File: src/rtl/vga_frame_controller.sv
// Programmable-timing VGA frame controller with a per-frame latched palette state.
// Optional macro VGA_BORDER_EN draws a 4-pixel white border around the active region.
module vga_frame_controller #(
  parameter int H_ACTIVE = 640,
  parameter int H_FP     = 16,
  parameter int H_SYNC   = 96,
  parameter int H_BP     = 48,
  parameter int V_ACTIVE = 480,
  parameter int V_FP     = 10,
  parameter int V_SYNC   = 2,
  parameter int V_BP     = 33,
  parameter int HS_POL   = 0,
  parameter int VS_POL   = 0,
  parameter int COLOR_W  = 8,
  parameter int STATE_W  = 4
) (
  input  logic               iVGA_CLK,
  input  logic               iRST_n,
  input  logic [STATE_W-1:0] iState,
  output logic               oHS,
  output logic               oVS,
  output logic               oBLANK_n,
  output logic               oFrameStart,
  output logic [10:0]        oX,
  output logic [9:0]         oY,
  output logic [COLOR_W-1:0] r_data,
  output logic [COLOR_W-1:0] g_data,
  output logic [COLOR_W-1:0] b_data
);

  localparam int H_TOTAL = H_ACTIVE + H_FP + H_SYNC + H_BP;
  localparam int V_TOTAL = V_ACTIVE + V_FP + V_SYNC + V_BP;

  localparam logic [10:0] H_ACT    = 11'(H_ACTIVE);
  localparam logic [10:0] H_LAST   = 11'(H_TOTAL - 1);
  localparam logic [10:0] HS_START = 11'(H_ACTIVE + H_FP);
  localparam logic [10:0] HS_END   = 11'(H_ACTIVE + H_FP + H_SYNC);
  localparam logic [9:0]  V_ACT    = 10'(V_ACTIVE);
  localparam logic [9:0]  V_LAST   = 10'(V_TOTAL - 1);
  localparam logic [9:0]  VS_START = 10'(V_ACTIVE + V_FP);
  localparam logic [9:0]  VS_END   = 10'(V_ACTIVE + V_FP + V_SYNC);

  localparam logic HS_LVL = (HS_POL != 0);
  localparam logic VS_LVL = (VS_POL != 0);

  localparam logic [COLOR_W-1:0] C_FULL = '1;
  localparam logic [COLOR_W-1:0] C_HALF = COLOR_W'(1) << (COLOR_W - 1);

  logic [10:0] h_cnt;
  logic [9:0]  v_cnt;
  logic [3:0]  state_lo;
  logic [3:0]  frame_state;

  logic               active;
  logic               hs_on;
  logic               vs_on;
  logic [COLOR_W-1:0] level;
  logic [COLOR_W-1:0] r_nxt;
  logic [COLOR_W-1:0] g_nxt;
  logic [COLOR_W-1:0] b_nxt;

  // Palette index is always 4 bits wide; narrow state inputs pad with zeros.
  generate
    if (STATE_W >= 4) begin : g_state_wide
      assign state_lo = iState[3:0];
    end else begin : g_state_narrow
      assign state_lo = {{(4 - STATE_W){1'b0}}, iState};
    end
  endgenerate

  always_ff @(posedge iVGA_CLK or negedge iRST_n) begin
    if (!iRST_n) begin
      h_cnt       <= '0;
      v_cnt       <= '0;
      frame_state <= '0;
    end else begin
      if (h_cnt == H_LAST) begin
        h_cnt <= '0;
        v_cnt <= (v_cnt == V_LAST) ? '0 : v_cnt + 10'd1;
      end else begin
        h_cnt <= h_cnt + 11'd1;
      end
      // Latch on the very last pixel so the new colour starts exactly at (0,0).
      if (h_cnt == H_LAST && v_cnt == V_LAST)
        frame_state <= state_lo;
    end
  end

  always_comb begin
    active = (h_cnt < H_ACT) && (v_cnt < V_ACT);
    hs_on  = (h_cnt >= HS_START) && (h_cnt < HS_END);
    vs_on  = (v_cnt >= VS_START) && (v_cnt < VS_END);
    level  = frame_state[3] ? C_HALF : C_FULL;
    r_nxt  = (active && frame_state[0]) ? level : '0;
    g_nxt  = (active && frame_state[1]) ? level : '0;
    b_nxt  = (active && frame_state[2]) ? level : '0;
`ifdef VGA_BORDER_EN
    if (active && ((h_cnt < 11'd4) || (h_cnt >= H_ACT - 11'd4) ||
                   (v_cnt < 10'd4) || (v_cnt >= V_ACT - 10'd4))) begin
      r_nxt = C_FULL;
      g_nxt = C_FULL;
      b_nxt = C_FULL;
    end
`endif
  end

  always_ff @(posedge iVGA_CLK or negedge iRST_n) begin
    if (!iRST_n) begin
      oHS         <= ~HS_LVL;
      oVS         <= ~VS_LVL;
      oBLANK_n    <= 1'b0;
      oFrameStart <= 1'b0;
      oX          <= '0;
      oY          <= '0;
      r_data      <= '0;
      g_data      <= '0;
      b_data      <= '0;
    end else begin
      oHS         <= hs_on ? HS_LVL : ~HS_LVL;
      oVS         <= vs_on ? VS_LVL : ~VS_LVL;
      oBLANK_n    <= active;
      oFrameStart <= (h_cnt == 11'd0) && (v_cnt == 10'd0);
      oX          <= active ? h_cnt : '0;
      oY          <= active ? v_cnt : '0;
      r_data      <= r_nxt;
      g_data      <= g_nxt;
      b_data      <= b_nxt;
    end
  end

endmodule

File: config.mk
export PLATFORM = sky130hd
export DESIGN_NAME = vga_frame_controller
export DESIGN_NICKNAME = d
export VERILOG_FILES = /design/src/rtl/vga_frame_controller.sv
export SDC_FILE = /design/constraint.sdc
export NUM_CORES = 1
export LEC_CHECK = 0
export BUFFER_PORTS_ARGS = -buffer_cell sky130_fd_sc_hd__buf_2
export CELL_PAD_IN_SITES_DETAIL_PLACEMENT = 0
export CELL_PAD_IN_SITES_GLOBAL_PLACEMENT = 1
export CORE_ASPECT_RATIO = 0.9
export CORE_UTILIZATION = 45
export DETAILED_ROUTE_END_ITERATION = 10
export PLACE_DENSITY = 0.88
export SETUP_SLACK_MARGIN = 0.05
export SYNTH_ARGS = -nofsm -noshare
export SYNTH_HDL_FRONTEND = slang
export SYNTH_SLANG_ARGS = --single-unit
File: constraint.sdc
create_clock -name iVGA_CLK -period 3.1 [get_ports iVGA_CLK]
set_input_delay 0 -clock iVGA_CLK [delete_from_list [all_inputs] [get_ports iVGA_CLK]]
set_output_delay 0 -clock iVGA_CLK [all_outputs]
set_load 0.005 [all_outputs]
==> run summary, run 1 <==
Die width -> 79.9 um
Post-synthesis cell area -> 0.00246 mm^2
Main flop type after synthesis -> dfrtp_1
Async SR Flop Fraction -> 100%
Clock buffers created by TritonCTS -> 5
Initial drt markers -> 94
FF+latch count, synth -> 56
Area after DPL -> 0.00264 mm^2
Crit path time final -> 1.83 ns
Maxcap violations -> 0
Slew Viols, Final -> 0
Netlist cell types -> 42
Syn Area/Cell -> 11.7 um^2
Port bufs -> 54
Core ar. -> 0.00526 mm^2
Final Setup Violations -> 0
Met1 usage -> 23.8%
Worst-Skew Late Latency -> 0.31 ns
Post_cts resized -> 0
Final worst path period share -> 59.2%
H-tree depth -> 2
Synth warn -> 0
Die Ht -> 72.1 um
Worst reg2reg path startpoint -> v_cnt[1]$_DFFE_PN0N_
Vias after detailed routing -> 1619
Crit path capture type -> register
Drt first pass iters -> 4
Final Hold Viols -> 0
P_leak -> 1.43 nW
First-pass GRT wire length -> 7180 um
DRC viols -> 0
Worst-Margin Slew -> 0.526 ns
Fin nets -> 262
CTS Root Cell -> clkbuf_8
Critical path type -> reg2reg
Largest net degree at the start of global routing -> 34
Post-Syn Instances -> 211
Share of cells above drive strength 1 -> 30.0%
Met2 Use GR -> 24.6%
Maximum clock rate -> 0.545 GHz
DRT Wirelength -> 4280 um
Hold Path Class -> in2async
Power Total -> 1.18 mW
# clock sinks -> 56
Slew margin rel. -> 65.0%
Gpl congestion -> 0.844
Ant. Diodes -> 0
Seq/Total Area, Yosys -> 57.1%
Yosys top cell by area -> dfrtp_1
Tot GR Track Use -> 16.7%
FP Rows -> 25
Number of flops mapped to enable cells by yosys -> 0
Syn-to-layout area delta -> 13.0%
Final standard cell area without fillers -> 0.00278 mm^2
GR Util met3 -> 4.03%
Crit path launch -> v_cnt[1]$_DFFE_PN0N_
# fillers -> 483
Critical Path Fanout Max -> 5
Antenna violations before repair -> 0
RSZ-0062 raised after global routing -> false
Worst vdd ir -> 0.180 mV
WP data required -> 3.30 ns
Most common cell in the netlist -> dfrtp_1
Ports -> 55
Initial core utilization -> 46.8%
CTS tree -> done
Number of global-route vias before repair -> 1487
Crit start category -> register
Global routing's busiest layer -> met2
Wire per inst -> 13.4 um
Largest cells by area after synthesis -> dfrtp_1 (55%), buf_4 (5.5%), and2_1 (4.6%)
Antenna-violating nets left -> 0
Post-DP HPWL -> 3020 um
Clk buf depth -> 2
Outcome -> finished clean
Worst Skew -> 0.00417 ns
Commonest cells post-synth -> dfrtp_1 (54), and2_1 (18), buf_4 (18)
Setup TNS -> 0 ns
Top cell type's share of synthesized area -> 55.0%
Vias/cell -> 5.06
PD cells -> 424 mW/mm^2
GRT overflow -> 0
Worst-path clk slew -> 0.09 ns
Worst Path Arrival -> 2.03 ns
Die ar. -> 0.00576 mm^2
flip-flops by register name, indices dropped and copies added, names as in the netlist:
signal,count
h_cnt,11
oX,11
oY,10
v_cnt,10
frame_state,4
b_data,2
g_data,2
r_data,2
oBLANK_n,1
oFrameStart,1
oHS,1
oVS,1
per-layer routing:
metal	wire, um	up-vias
li1	-	781
met1	2080	768
met2	1880	63
met3	269	7
met4	57	0
met5	0	-
report_power, final:
group          internal (mW)  switching [mW]
Clock                  0.161           0.225
Combinational         0.0238          0.0246
Sequential             0.738         0.00536
Total                  0.923           0.255
logic make-up (layout without fill, tap and decap cells):
family,Yosys count,count (layout),synth area share [%]
AOI/OAI and AO/OA,18,18,5.04
xor gates and xnor gates,9,9,3.21
adders and majority gates,4,4,2.04
buffers and inverters,34,75,8.70
DFF,56,56,57.1
muxes,5,5,2.85
other,1,2,0.153
and+or+nand+nor,84,84,20.9
per-stage QoR:
stage	std cells	util, %	worst slack [ns]	hold slack [ns]
final	320	52.9	1.27	0.197
after floorplan	212	-	1.46	-0.296
after CTS	320	52.9	1.27	0.206
after global routing	320	52.9	1.13	0.246
after detailed placement	307	50.2	1.29	0.0130
after global placement	307	50.2	1.34	0.00188
worst max-delay path: stages (launching register included):
cell and delay [ns]:
dfrtp_1 0.42, inv_1 0.11, ha_1 0.17, nor4b_1 0.31, and3_2 0.32, nand2_4 0.09, mux2_4 0.31
worst paths after layout:
check	depth (start not counted)	endpoint	slack [ns]
hold / removal	2	v_cnt[0]$_DFFE_PN0N_	0.20
max in group asynchronous	3	oHS$_DFF_PN1_	2.08
setup reg to reg	6	frame_state[2]$_DFFE_PN0P_	1.27
min in group iVGA_CLK	3	frame_state[2]$_DFFE_PN0P_	0.47
hold reg to reg	1	h_cnt[0]$_DFF_PN0_	0.52
setup / recovery	6	frame_state[2]$_DFFE_PN0P_	1.27
timing repair:
item	in CTS	in global routing
setup buffers	0	0
hold buffers	5	0
hold endpoints to repair	27	0
cell type report:
class / instances / area, um^2 / share of cell area [%]
clock inverter: 2 / 16.3 / 0.585
timing repair buffer: 61 / 335 / 12.1
sequential: 56 / 1400 / 50.5
multi-input combinational: 122 / 845 / 30.4
clock buffer: 6 / 72.6 / 2.61
tap: 67 / 83.8 / 3.02
inverter: 6 / 22.5 / 0.810
cells in the final DEF, fill, tap and decap left out, types with 5 or more instances in the layout:
cell           instances
and2_1                18
buf_2                 54
clkbuf_8               5
dfrtp_1               54
dlygate4sd3_1          5
inv_1                  6
nand2_1               11
nand3_1                9
nor2_1                 9
nor3_1                 5
nor4_1                 8
o21ai_1                5
xnor2_1                5
No activity file was read; power rests on OpenSTA's default activity.
==> inputs of run 2 (changes only) <==
CORE_UTILIZATION = 38   (was 45)
PLACE_DENSITY = 0.79   (was 0.88)
clock period = 1.5 ns   (was 3.1 ns; I/O delays follow)
==> run 2 against run 1 <==
The run now ends with negative setup slack left. Fmax increased by 17%. Global-route usage shrank 0.36 points. Register-to-register slack got worse by 1.3 ns. Design area is 20% higher. Largest power group unchanged.
==> run summary, run 2 (synthesized netlist as in run 1, its figures left out) <==
Outcome -> complete, but fails checks
Failing checks -> negative setup slack
Gpl congestion -> 0.869
Worst reg2reg setup slack -> -0.07 ns
Drt first pass iters -> 4
PD cells -> 732 mW/mm^2
Port bufs -> 54
Antenna-violating nets left -> 0
Core ar. -> 0.00618 mm^2
Clock buffers created by TritonCTS -> 5
Die Ht -> 78.3 um
Wire per inst -> 13.5 um
Most frequent cells in the layout -> dfrtp_1 (54), buf_2 (54), buf_4 (40)
Crit path capture type -> register
Worst Skew -> 0.0112 ns
Syn-to-layout area delta -> 36.0%
Initial core utilization -> 39.8%
Final Setup Violations -> 12
Share of cells above drive strength 1 -> 49.3%
Fin nets -> 307
Maximum clock rate -> 0.636 GHz
Crit path launch -> v_cnt[0]$_DFFE_PN0N_
WP data required -> 1.69 ns
Met2 Use GR -> 25.4%
DRC viols -> 0
Worst vdd ir -> 0.516 mV
Worst reg2reg path startpoint -> v_cnt[0]$_DFFE_PN0N_
# fillers -> 536
Clk buf depth -> 2
Reg-to-reg endpoint -> frame_state[2]$_DFFE_PN0P_
CTS tree -> done
# clock sinks -> 56
Ant. Diodes -> 0
Area of the multi-input gates -> 0.00101 mm^2
Vias after detailed routing -> 1820
Critical path type -> reg2reg
Worst Path Arrival -> 1.76 ns
Tot GR Track Use -> 16.3%
Setup ws final -> -0.0715 ns
FP Rows -> 27
Final Hold Viols -> 0
Die ar. -> 0.00680 mm^2
H-tree depth -> 2
Post-DP HPWL -> 3400 um
Ports -> 55
Crit start category -> register
Critical Path Fanout Max -> 4
Final design utilization -> 54.1%
Maxcap violations -> 0
Crit path time final -> 1.57 ns
Number of global-route vias before repair -> 1713
Hold_ws -> 0.159 ns
RSZ-0062 raised after global routing -> true
DRT Wirelength -> 5200 um
Setup TNS -> -0.466 ns
Initial drt markers -> 57
Largest registers -> h_cnt: 11 flops, oX: 11 flops
Worst-path clk slew -> 0.10 ns
End of the critical path -> frame_state[2]$_DFFE_PN0P_
Cell depth of the worst flop-to-flop path -> 6
GR Util met3 -> 4.21%
First-pass GRT wire length -> 8470 um
CTS Root Cell -> clkbuf_8
Hold Path Class -> in2async
Largest net degree at the start of global routing -> 25
Final worst path period share -> 105%
Die width -> 86.8 um
Post-place setup slack -> -0.118 ns
GRT overflow -> 0
P_leak -> 1.72 nW
Met1 usage -> 22.3%
Vias/cell -> 4.73
Global routing's busiest layer -> met2
Worst-Skew Late Latency -> 0.31 ns
Seq. cell area -> 0.00140 mm^2
Antenna violations before repair -> 0
Slew Viols, Final -> 0
[run 2: changes by cell type in the layout (fill, tap and decap cells not counted), moves of 3 or more]
cell     previous run  this run
nor4_1              8         2
o21ai_0             3         0
nor4_2              0         5
nand2_1            11         8
buf_6               0         5
nor3_1              5         2
nand2_2             0         3
buf_4               2        40
[run 2: cell type report]
class	count	share of cell area, %
flip-flops and latches	56	42.0
multi-input cells	122	30.2
repair buffers	106	21.3
well taps	87	3.26
clock buffers	7	2.28
inverters	6	0.674
clock inverters	1	0.262
[run 2: power breakdown]
group / switching (mW) / internal (mW)
sequential: 0.0105 / 1.52
clock: 0.469 / 0.335
combinational: 0.0529 / 0.0543
[run 2: how the worst min path moves through the flow]
stage               cells past startpoint              endpoint  slack [ns]  startpoint
floorplan                               0   b_data[6]$_DFF_PN0_       -0.30      iRST_n
finish                                  2  v_cnt[4]$_DFFE_PN0N_        0.16      iRST_n
CTS                                     2    h_cnt[1]$_DFF_PN0_        0.16      iRST_n
global route                            2  v_cnt[4]$_DFFE_PN0N_        0.19      iRST_n
global placement                        1  v_cnt[4]$_DFFE_PN0N_       -0.04      iRST_n
detailed placement                      1  v_cnt[4]$_DFFE_PN0N_       -0.04      iRST_n
[run 2: worst max-delay path: stages, from the launching register on]
cell	delay [ns]
dfrtp_1	0.40
inv_2	0.08
ha_4	0.12
nor4b_4	0.21
and3_4	0.26
nand2_4	0.08
mux2_4	0.30
[run 2: timing repair]
item	4_1_cts	5_1_grt
pin swaps	11	9
endpoints found under the hold margin	42	0
buffers inserted	10	1
gates cloned	1	0
hold buffers	5	0
resized for setup	24	19
setup endpoints to repair	36	43
[run 2: metrics by stage]
stage / power (mW) / instances / cell area (um^2)
2_1_floorplan: 1.62 / 212 / 2480
5_1_grt: 2.55 / 385 / 3340
3_5_place_dp: 1.66 / 360 / 2940
3_3_place_gp: 1.66 / 360 / 2940
4_1_cts: 2.46 / 384 / 3260
6_report: 2.45 / 385 / 3340
[run 2: metal layers]
metal	routed length, um	up-vias
met2	2380	67
met4	68	0
met3	260	6
li1	-	870
met5	0	-
met1	2490	877
